File: config.mk
export PLATFORM = sky130hd
export DESIGN_NAME = inst_fetch_flat
export DESIGN_NICKNAME = d
export VERILOG_FILES = /design/src/rtl/cpu_pkg.sv /design/src/rtl/inst_fetch_if.sv /design/src/rtl/inst_mem.sv /design/src/rtl/inst_fetch.sv /design/src/flat_wrapper.sv
export SDC_FILE = /design/constraint.sdc
export NUM_CORES = 2
export LEC_CHECK = 0
export BUFFER_PORTS_ARGS = -buffer_cell sky130_fd_sc_hd__buf_2
export CAP_MARGIN = 20
export CELL_PAD_IN_SITES_DETAIL_PLACEMENT = 1
export CELL_PAD_IN_SITES_GLOBAL_PLACEMENT = 1
export CORE_ASPECT_RATIO = 0.7
export CORE_MARGIN = 1
export CORE_UTILIZATION = 50
export CTS_CLUSTER_DIAMETER = 100
export CTS_CLUSTER_SIZE = 12
export DETAILED_ROUTE_END_ITERATION = 12
export GPL_ROUTABILITY_DRIVEN = 0
export PLACE_DENSITY_LB_ADDON = 0.1
export REMOVE_ABC_BUFFERS = 1
export SKIP_CTS_REPAIR_TIMING = 1
export SYNTH_ARGS = -nofsm -noshare
export SYNTH_HDL_FRONTEND = slang
export SYNTH_HIERARCHICAL = 1
export SYNTH_SLANG_ARGS = --single-unit
File: constraint.sdc
create_clock -name clk -period 4.6 [get_ports clk]
set_input_delay 0.46 -clock clk [delete_from_list [all_inputs] [get_ports clk]]
set_output_delay 0.46 -clock clk [all_outputs]
set_load 0.005 [all_outputs]
File: src/rtl/cpu_pkg.sv
// Shared definitions for the fetch stage and the core it feeds.
package cpu_pkg;
  localparam int INST_W = 32;
  localparam logic [INST_W-1:0] NOP_INST = 32'h0;

  typedef enum logic [1:0] {
    IDLE,
    RUN,
    HALT
  } fetch_state_e;
endpackage

File: src/rtl/inst_fetch_if.sv
// Control, load and instruction-delivery signals between the core side and the fetch stage.
interface inst_fetch_if #(
  parameter int DEPTH = 64
);
  import cpu_pkg::*;
  localparam int AW = $clog2(DEPTH);

  logic              load_en;
  logic [INST_W-1:0] load_data;
  logic              run;
  logic              stall;
  logic              branch_en;
  logic [31:0]       branch_target;
  logic [INST_W-1:0] Inst;
  logic [31:0]       pc;
  logic              valid;
  logic [AW:0]       prog_len;
  logic              halted;
  logic              overflow;

  modport master (
    output load_en, load_data, run, stall, branch_en, branch_target,
    input  Inst, pc, valid, prog_len, halted, overflow
  );

  modport slave (
    input  load_en, load_data, run, stall, branch_en, branch_target,
    output Inst, pc, valid, prog_len, halted, overflow
  );
endinterface

File: src/rtl/inst_mem.sv
// Instruction store: one synchronous write port, one synchronous read port with read enable.
module inst_mem
  import cpu_pkg::*;
#(
  parameter int DEPTH = 64,
  parameter int AW    = $clog2(DEPTH)
) (
  input  logic              clk,
  input  logic              we_i,
  input  logic [AW-1:0]     waddr_i,
  input  logic [INST_W-1:0] wdata_i,
  input  logic              re_i,
  input  logic [AW-1:0]     raddr_i,
  output logic [INST_W-1:0] rdata_o
);
  logic [INST_W-1:0] mem_q [DEPTH];
  logic [INST_W-1:0] rdata_q;

  // NOTE: the array has no reset so it maps onto RAM; stale contents are masked by valid upstream.
  always_ff @(posedge clk) begin
    if (we_i) mem_q[waddr_i] <= wdata_i;
    if (re_i) rdata_q <= mem_q[raddr_i];
  end

  assign rdata_o = rdata_q;
endmodule

File: src/rtl/inst_fetch.sv
// Fetch stage: program loader, PC/FSM control and one instruction per cycle into the core.
module inst_fetch
  import cpu_pkg::*;
#(
  parameter int DEPTH = 64
) (
  input logic         clk,
  input logic         rst,
  inst_fetch_if.slave bus
);
  localparam int AW = $clog2(DEPTH);

  fetch_state_e      state_q, state_d;
  logic [31:0]       fetch_pc_q, fetch_pc_d;
  logic [31:0]       pc_q, pc_d;
  logic              valid_q, valid_d;
  logic [AW:0]       prog_len_q, prog_len_d;
  logic              overflow_q, overflow_d;
  logic              mem_we, mem_re;
  logic [INST_W-1:0] mem_rdata;
  logic              past_end;
  logic              mem_full;
  logic              unused_target_bits;

  assign past_end = fetch_pc_q[31:2] >= 30'(prog_len_q);
  assign mem_full = prog_len_q == (AW+1)'(DEPTH);
  assign unused_target_bits = ^bus.branch_target[1:0];

  // NOTE: combinational next-state uses blocking '=' with a default for every signal, so no latches form.
  always_comb begin
    state_d    = state_q;
    fetch_pc_d = fetch_pc_q;
    pc_d       = pc_q;
    valid_d    = valid_q;
    prog_len_d = prog_len_q;
    overflow_d = overflow_q;
    mem_we     = 1'b0;
    mem_re     = 1'b0;
    unique case (state_q)
      IDLE: begin
        if (bus.load_en) begin
          if (mem_full) begin
            overflow_d = 1'b1;
          end else begin
            mem_we     = 1'b1;
            prog_len_d = prog_len_q + (AW+1)'(1);
          end
        end else if (bus.run) begin
          fetch_pc_d = '0;
          state_d    = (prog_len_q != '0) ? RUN : HALT;
        end
      end
      RUN: begin
        if (bus.branch_en) begin
          fetch_pc_d = {bus.branch_target[31:2], 2'b00};
          valid_d    = 1'b0;
        end else if (!bus.stall) begin
          if (past_end) begin
            state_d = HALT;
            valid_d = 1'b0;
          end else begin
            mem_re     = 1'b1;
            pc_d       = fetch_pc_q;
            valid_d    = 1'b1;
            fetch_pc_d = fetch_pc_q + 32'd4;
          end
        end
      end
      HALT: valid_d = 1'b0;
      default: state_d = IDLE;
    endcase
  end

  // NOTE: sequential state uses non-blocking '<=' so every register samples pre-edge values.
  always_ff @(posedge clk) begin
    if (rst) begin
      state_q    <= IDLE;
      fetch_pc_q <= '0;
      pc_q       <= '0;
      valid_q    <= 1'b0;
      prog_len_q <= '0;
      overflow_q <= 1'b0;
    end else begin
      state_q    <= state_d;
      fetch_pc_q <= fetch_pc_d;
      pc_q       <= pc_d;
      valid_q    <= valid_d;
      prog_len_q <= prog_len_d;
      overflow_q <= overflow_d;
    end
  end

  // The memory read register doubles as the Inst register; valid_q masks it to NOP.
  inst_mem #(
    .DEPTH(DEPTH),
    .AW   (AW)
  ) u_mem (
    .clk    (clk),
    .we_i   (mem_we),
    .waddr_i(prog_len_q[AW-1:0]),
    .wdata_i(bus.load_data),
    .re_i   (mem_re),
    .raddr_i(fetch_pc_q[AW+1:2]),
    .rdata_o(mem_rdata)
  );

  assign bus.Inst     = valid_q ? mem_rdata : NOP_INST;
  assign bus.pc       = pc_q;
  assign bus.valid    = valid_q;
  assign bus.prog_len = prog_len_q;
  assign bus.halted   = (state_q == HALT);
  assign bus.overflow = overflow_q;
endmodule

File: src/flat_wrapper.sv
// flat-port wrapper written by rule: the top's interface ports become plain ports
module inst_fetch_flat import cpu_pkg::*;
#(
  parameter int DEPTH = 64
)
  (clk, rst, bus_load_en, bus_load_data, bus_run, bus_stall, bus_branch_en, bus_branch_target, bus_Inst, bus_pc, bus_valid, bus_prog_len, bus_halted, bus_overflow);
  inst_fetch_if #(.DEPTH(DEPTH)) bus_i ();
  input logic clk;
  input logic rst;
  input wire logic [$bits(bus_i.load_en)-1:0] bus_load_en;
  input wire logic [$bits(bus_i.load_data)-1:0] bus_load_data;
  input wire logic [$bits(bus_i.run)-1:0] bus_run;
  input wire logic [$bits(bus_i.stall)-1:0] bus_stall;
  input wire logic [$bits(bus_i.branch_en)-1:0] bus_branch_en;
  input wire logic [$bits(bus_i.branch_target)-1:0] bus_branch_target;
  output wire logic [$bits(bus_i.Inst)-1:0] bus_Inst;
  output wire logic [$bits(bus_i.pc)-1:0] bus_pc;
  output wire logic [$bits(bus_i.valid)-1:0] bus_valid;
  output wire logic [$bits(bus_i.prog_len)-1:0] bus_prog_len;
  output wire logic [$bits(bus_i.halted)-1:0] bus_halted;
  output wire logic [$bits(bus_i.overflow)-1:0] bus_overflow;
  assign bus_i.load_en = bus_load_en;
  assign bus_i.load_data = bus_load_data;
  assign bus_i.run = bus_run;
  assign bus_i.stall = bus_stall;
  assign bus_i.branch_en = bus_branch_en;
  assign bus_i.branch_target = bus_branch_target;
  assign bus_Inst = bus_i.Inst;
  assign bus_pc = bus_i.pc;
  assign bus_valid = bus_i.valid;
  assign bus_prog_len = bus_i.prog_len;
  assign bus_halted = bus_i.halted;
  assign bus_overflow = bus_i.overflow;
  inst_fetch #(.DEPTH(DEPTH)) u_core (.clk(clk), .rst(rst), .bus(bus_i));
endmodule
# Word level (Yosys, flattened, before mapping)
# Memories as Yosys holds them, arrays and structs flattened. A register that Yosys moved wholly into a read port is not among the register bits.
# Cells that the tools add are included.
# classes
mux	26
n_reduce_logical	10
n_bitwise	5
n_eq_ne	10
n_lt_le_gt_ge	1
add_sub_neg	2
# op_table
cell	count
two-way mux 32 bit	6
case mux 32 bit (2 select lines)	1
adder 32 x 3 -> 32 bit, second input constant	1
>= comparator 30 x 7 -> 1 bit	1
two-way mux 2 bit	6
two-way mux 1 bit	11
inequality test 2 bit, second input constant	4
adder 7 x 1 -> 7 bit, second input constant	1
equality test 7 bit, second input constant	1
nonzero test 7 bit	1
inequality test 3 bit, second input constant	2
case mux 2 bit (3 select lines)	1
AND reduction 3 bit	2
AND reduction 6 bit	1
NOT 1 bit	5
AND reduction 5 bit	1
AND reduction 4 bit	1
nonzero test 2 bit	2
equality test 2 x 1 -> 1 bit, second input constant	1
equality test 2 bit, second input constant	1
logical NOT 2 bit	1
inequality test 2 x 1 -> 1 bit, second input constant	1
case mux 1 bit (2 select lines)	1
AND reduction 2 bit	1
# word_totals
regBits	75
out_inout_bits	74
n_memories	1
ramBits	2048
# memory_table
memory	depth	width	read_ports	rd_ports_with_merged_regs	wr	line	text
u_core.u_mem.mem_q	64	32	1	1	1	inst_mem.sv:16	logic [INST_W-1:0] mem_q [DEPTH];

# Depth between registers and ports, before layout
# depth
depth_word	6
depth_mapped	10
depth_no_buf	8

# By module
# Netlist, hierarchy kept.
# by_module_without_submodules
mod	cells_per_inst	area_per_inst_um2	n_inst
inst_mem	3324	78835.6	1
inst_fetch	454	3667.3	1

# Worst setup path before layout
# Ideal clock, no wire load.
# synth_timing
path_type	input port to flip-flop
startpoint	input bus_load_en
endpoint	memory u_core.u_mem.mem_q[49][0] (enable)
arrival_time_ns	4.070
required_time_ns	4.139
slack_ns	0.069
stages	5
setup_time_ns	0.461
cell_sequence	or3b_2 a31oi_1 nor2b_1 nand4_1 nor3_1
# synth_between
elab_chain_cells	4
# synth_lines
item	line	text
start, declared	flat_wrapper.sv:10	input wire logic [$bits(bus_i.load_en)-1:0] bus_load_en;
two-way mux 1 bit	inst_fetch.sv:41	if (bus.load_en) begin
two-way mux 1 bit	inst_fetch.sv:39	unique case (state_q)
named net u_core.mem_we	inst_fetch.sv:19	logic mem_we, mem_re;
two-way mux 1 bit	inst_mem.sv:21	if (we_i) mem_q[waddr_i] <= wdata_i;
two-way mux 1 bit (not written as such)	inst_mem.sv:21	
end, declared	inst_mem.sv:16	
# The timed path passes the listed nets, and every way through them passes these cells.

# Worst setup path after layout
# layout_timing
startpoint	register u_core.state_q[0]
endpoint	memory u_core.u_mem.mem_q[26][16] (enable)
# layout_between
elab_chain_cells	4
# layout_lines
item	line	text
start, declared	inst_fetch.sv:13	fetch_state_e state_q, state_d;
start signal, assigned	inst_fetch.sv:84	state_q <= state_d;
logical NOT 2 bit	inst_fetch.sv:39	
two-way mux 1 bit	inst_fetch.sv:39	
named net u_core.mem_we	inst_fetch.sv:19	
two-way mux 1 bit	inst_mem.sv:21	
two-way mux 1 bit (not written as such)	inst_mem.sv:21	
# The timed path passes the listed nets, and every way through them passes these cells.

==> flow_summary.ini <==
[cells_and_area]
drive_gt1_frac = 0.288
fillers = 13700
syn_to_final_growth_pct = 12.7
nets = 4219
final_common_cell = edfxtp_1
stdcell_area_um2 = 93000
final_cells = 6390
final_cell_mix = 2080 x edfxtp_1, 544 x mux4_2, 203 x clkbuf_16

[sta]
fin_crit_sh = 0.800
fin_skew_ns = 0.0392
slew_headroom = 0.330
period_needed_ns = 3.68
fmax_ghz = 0.272
rsz0062_at_grt = no
report.final.setup_viol = 0
hold_viol = 0
drv_slew = 0
worst_pin_slew_ns = 1.00

[die]
die_h_um = 342
ios = 144
initial_core_util = 0.505
rows = 124
coreArea_um2 = 164000
die_x_um = 488
dieArea_um2 = 167000

[drt]
routed_wl_um = 223000
dr.first_iter.drc_count = 4952
routedWlPerCell_um = 34.8
drt_pass1_iterations = 8
num_vias = 40700
viasPerCell = 6.37
drc_errors = 0
postRouteAntennaNets = 0

[clock_network]
clockBufferDepth = 3
cts.clk_slew.worst_paths_ns = 0.07
cts.htree.levels = 4
root_buffer = clkbuf_16
cts_buffers = 197
cts.sinks = 2151
cts_tree = done
clkLatencyLatePin_ns = 0.84

[pwr]
p_leak_nw = 28.3
power.density_nw_per_um2 = 410
vdd_ir_drop_max_mv = 0.366
power.total_w = 0.0381

[synthesis]
async_reset_ff_frac = 0
synthCells = 3778
yosys_register_bits = 2151
yosysUniqueCellTypes = 65
ys_warn_count = 6
synth_edf_count = 2080
yosys_most_used_dff = edfxtp_1
netlist_area_um2 = 82500
syn_avg_cell_area_um2 = 21.8
ys_seq_area_frac = 0.774

[global_routing]
grt_max_degree = 66
grt-ovfl-total = 0
antenna_found_initial = 3
grt_usage = 0.271
grt_pass1_wl_um = 312000
grt_pass1_vias = 40900

[worst_setup_path]
endpoint_kind = register
crit_chain = or3b_2 -> a31oi_1 -> buf_4 -> nor2b_1 -> nand2_1 -> nor2_4 -> buf_12
crit_arrival_ns = 4.19
crit_path_top_delay_cell = nor2_4
path_buf_inv = 2
worstSetupPathType = register to register
crit_start = u_core/state_q[0]
r2r_start = u_core/state_q[0]
crit_family = simple AND/OR/NAND/NOR gates
cpPeakStageDelay_ns = 0.80
cp-start-kind = register
worstPathMaxFanout = 18
critical_path_required_ns = 5.11

[job]
maxCapViolCount = 0

[hold_path]
hold_start = bus_load_data[9]
hp-class = input port to register

[run_status]
status = complete, no violations

[place]
io_buffers = 139
placedInstanceArea_um2 = 87600
place_hpwl_um = 131000
dp_cells = 6133
## worst paths after layout
kind,cells past startpoint,slack (ns),to
max,7,0.92,u_core/u_mem/mem_q[26][16]
min,1,0.02,u_core/u_mem/mem_q[4][9]
max reg2reg,7,0.92,u_core/u_mem/mem_q[26][16]
min reg2reg,2,0.47,u_core/bus.overflow
## area by class of cell
type | count | area, um2 | area share
Clock inverter | 10 | 120 | 0.00129
Timing Repair Buffer | 376 | 2930 | 0.0315
Inverter | 18 | 67.6 | 0.000727
Clock buffer | 234 | 5200 | 0.0559
Sequential cell | 2151 | 63900 | 0.687
Multi-Input combinational cell | 1395 | 18000 | 0.194
Antenna cell | 1 | 2.50 | 0.0000269
Tap cell | 2205 | 2760 | 0.0297
## flip-flops by register name (all words and copies together), names as in the netlist
signal	cells
u_core/bus.overflow	1
u_core/u_mem/rdata_o	32
u_core/u_mem/mem_q	2048
u_core/bus.valid	1
u_core/state_q	2
u_core/bus.pc	30
u_core/fetch_pc_q	30
u_core/bus.prog_len	7
## power breakdown
| part | total [W] | switching (W) | leakage, nW | internal, W |
|---|---|---|---|---|
| Sequential | 0.0216 | 0.0000659 | 19.3 | 0.0216 |
| Clock | 0.0146 | 0.00678 | 2.59 | 0.00784 |
| Combinational | 0.00186 | 0.00125 | 6.40 | 0.000609 |
## synthesized netlist by cell type (5+ instances only)
master | count | area share
edfxtp_1 | 2080 | 0.76
mux4_2 | 544 | 0.15
nor2_1 | 170 | 0.0077
clkbuf_1 | 101 | 0.0046
mux2i_1 | 101 | 0.012
a21oi_1 | 95 | 0.0058
o22ai_1 | 84 | 0.0064
dfxtp_1 | 71 | 0.017
nand2_1 | 65 | 0.0030
buf_2 | 61 | 0.0037
and2_1 | 36 | 0.0027
and3_1 | 33 | 0.0025
buf_4 | 27 | 0.0025
o221ai_1 | 27 | 0.0029
nand3_1 | 25 | 0.0015
o21ai_0 | 22 | 0.0013
buf_1 | 21 | 0.00096
nor2b_1 | 20 | 0.0015
inv_1 | 18 | 0.00082
nor3_1 | 18 | 0.0011
a22oi_1 | 14 | 0.0013
nand2b_1 | 11 | 0.00083
nand4_1 | 11 | 0.00083
a311oi_1 | 10 | 0.0011
ha_1 | 10 | 0.0015
nor4_1 | 9 | 0.00068
xnor2_1 | 9 | 0.00096
nand3b_1 | 7 | 0.00064
a31oi_1 | 6 | 0.00046
o32ai_1 | 6 | 0.00064
buf_6 | 5 | 0.00068
or3_1 | 5 | 0.00038
## layer usage
| metal | vias to the layer above | GRT usage | wire, um | part of all wire |
|---|---|---|---|---|
| met5 | - | 0 | 0 | 0 |
| met4 | 0 | 0.0699 | 4810 | 0.022 |
| met3 | 217 | 0.0573 | 20500 | 0.092 |
| met1 | 22200 | 0.424 | 99500 | 0.45 |
| li1 | 16500 | - | - | - |
| met2 | 1804 | 0.388 | 97900 | 0.44 |
## logic make-up after synthesis
| group | count (synthesis) | synth area share |
|---|---|---|
| simple gates | 428 | 0.0253 |
| mux | 646 | 0.161 |
| xor+xnor | 11 | 0.00117 |
| flops | 2151 | 0.774 |
| fa+ha+maj | 10 | 0.00152 |
| other cells | 1 | 0.0000455 |
| compound gates | 298 | 0.0236 |
| buf+inv | 233 | 0.0132 |
## through the flow
stage | worst slack (ns) | setup TNS [ns] | hold WS [ns] | util
3_5_place_dp | 0.977 | 0 | 0.464 | 0.535
4_1_cts | 0.979 | 0 | -0.167 | 0.568
5_1_grt | 0.777 | 0 | 0.00211 | 0.569
3_3_place_gp | 1.03 | 0 | 0.460 | 0.535
6_report | 0.920 | 0 | 0.0150 | 0.569
2_1_floorplan | -19.81 | -2342.37 | 0.447 | -
No activity file was read; power rests on OpenSTA's default activity.
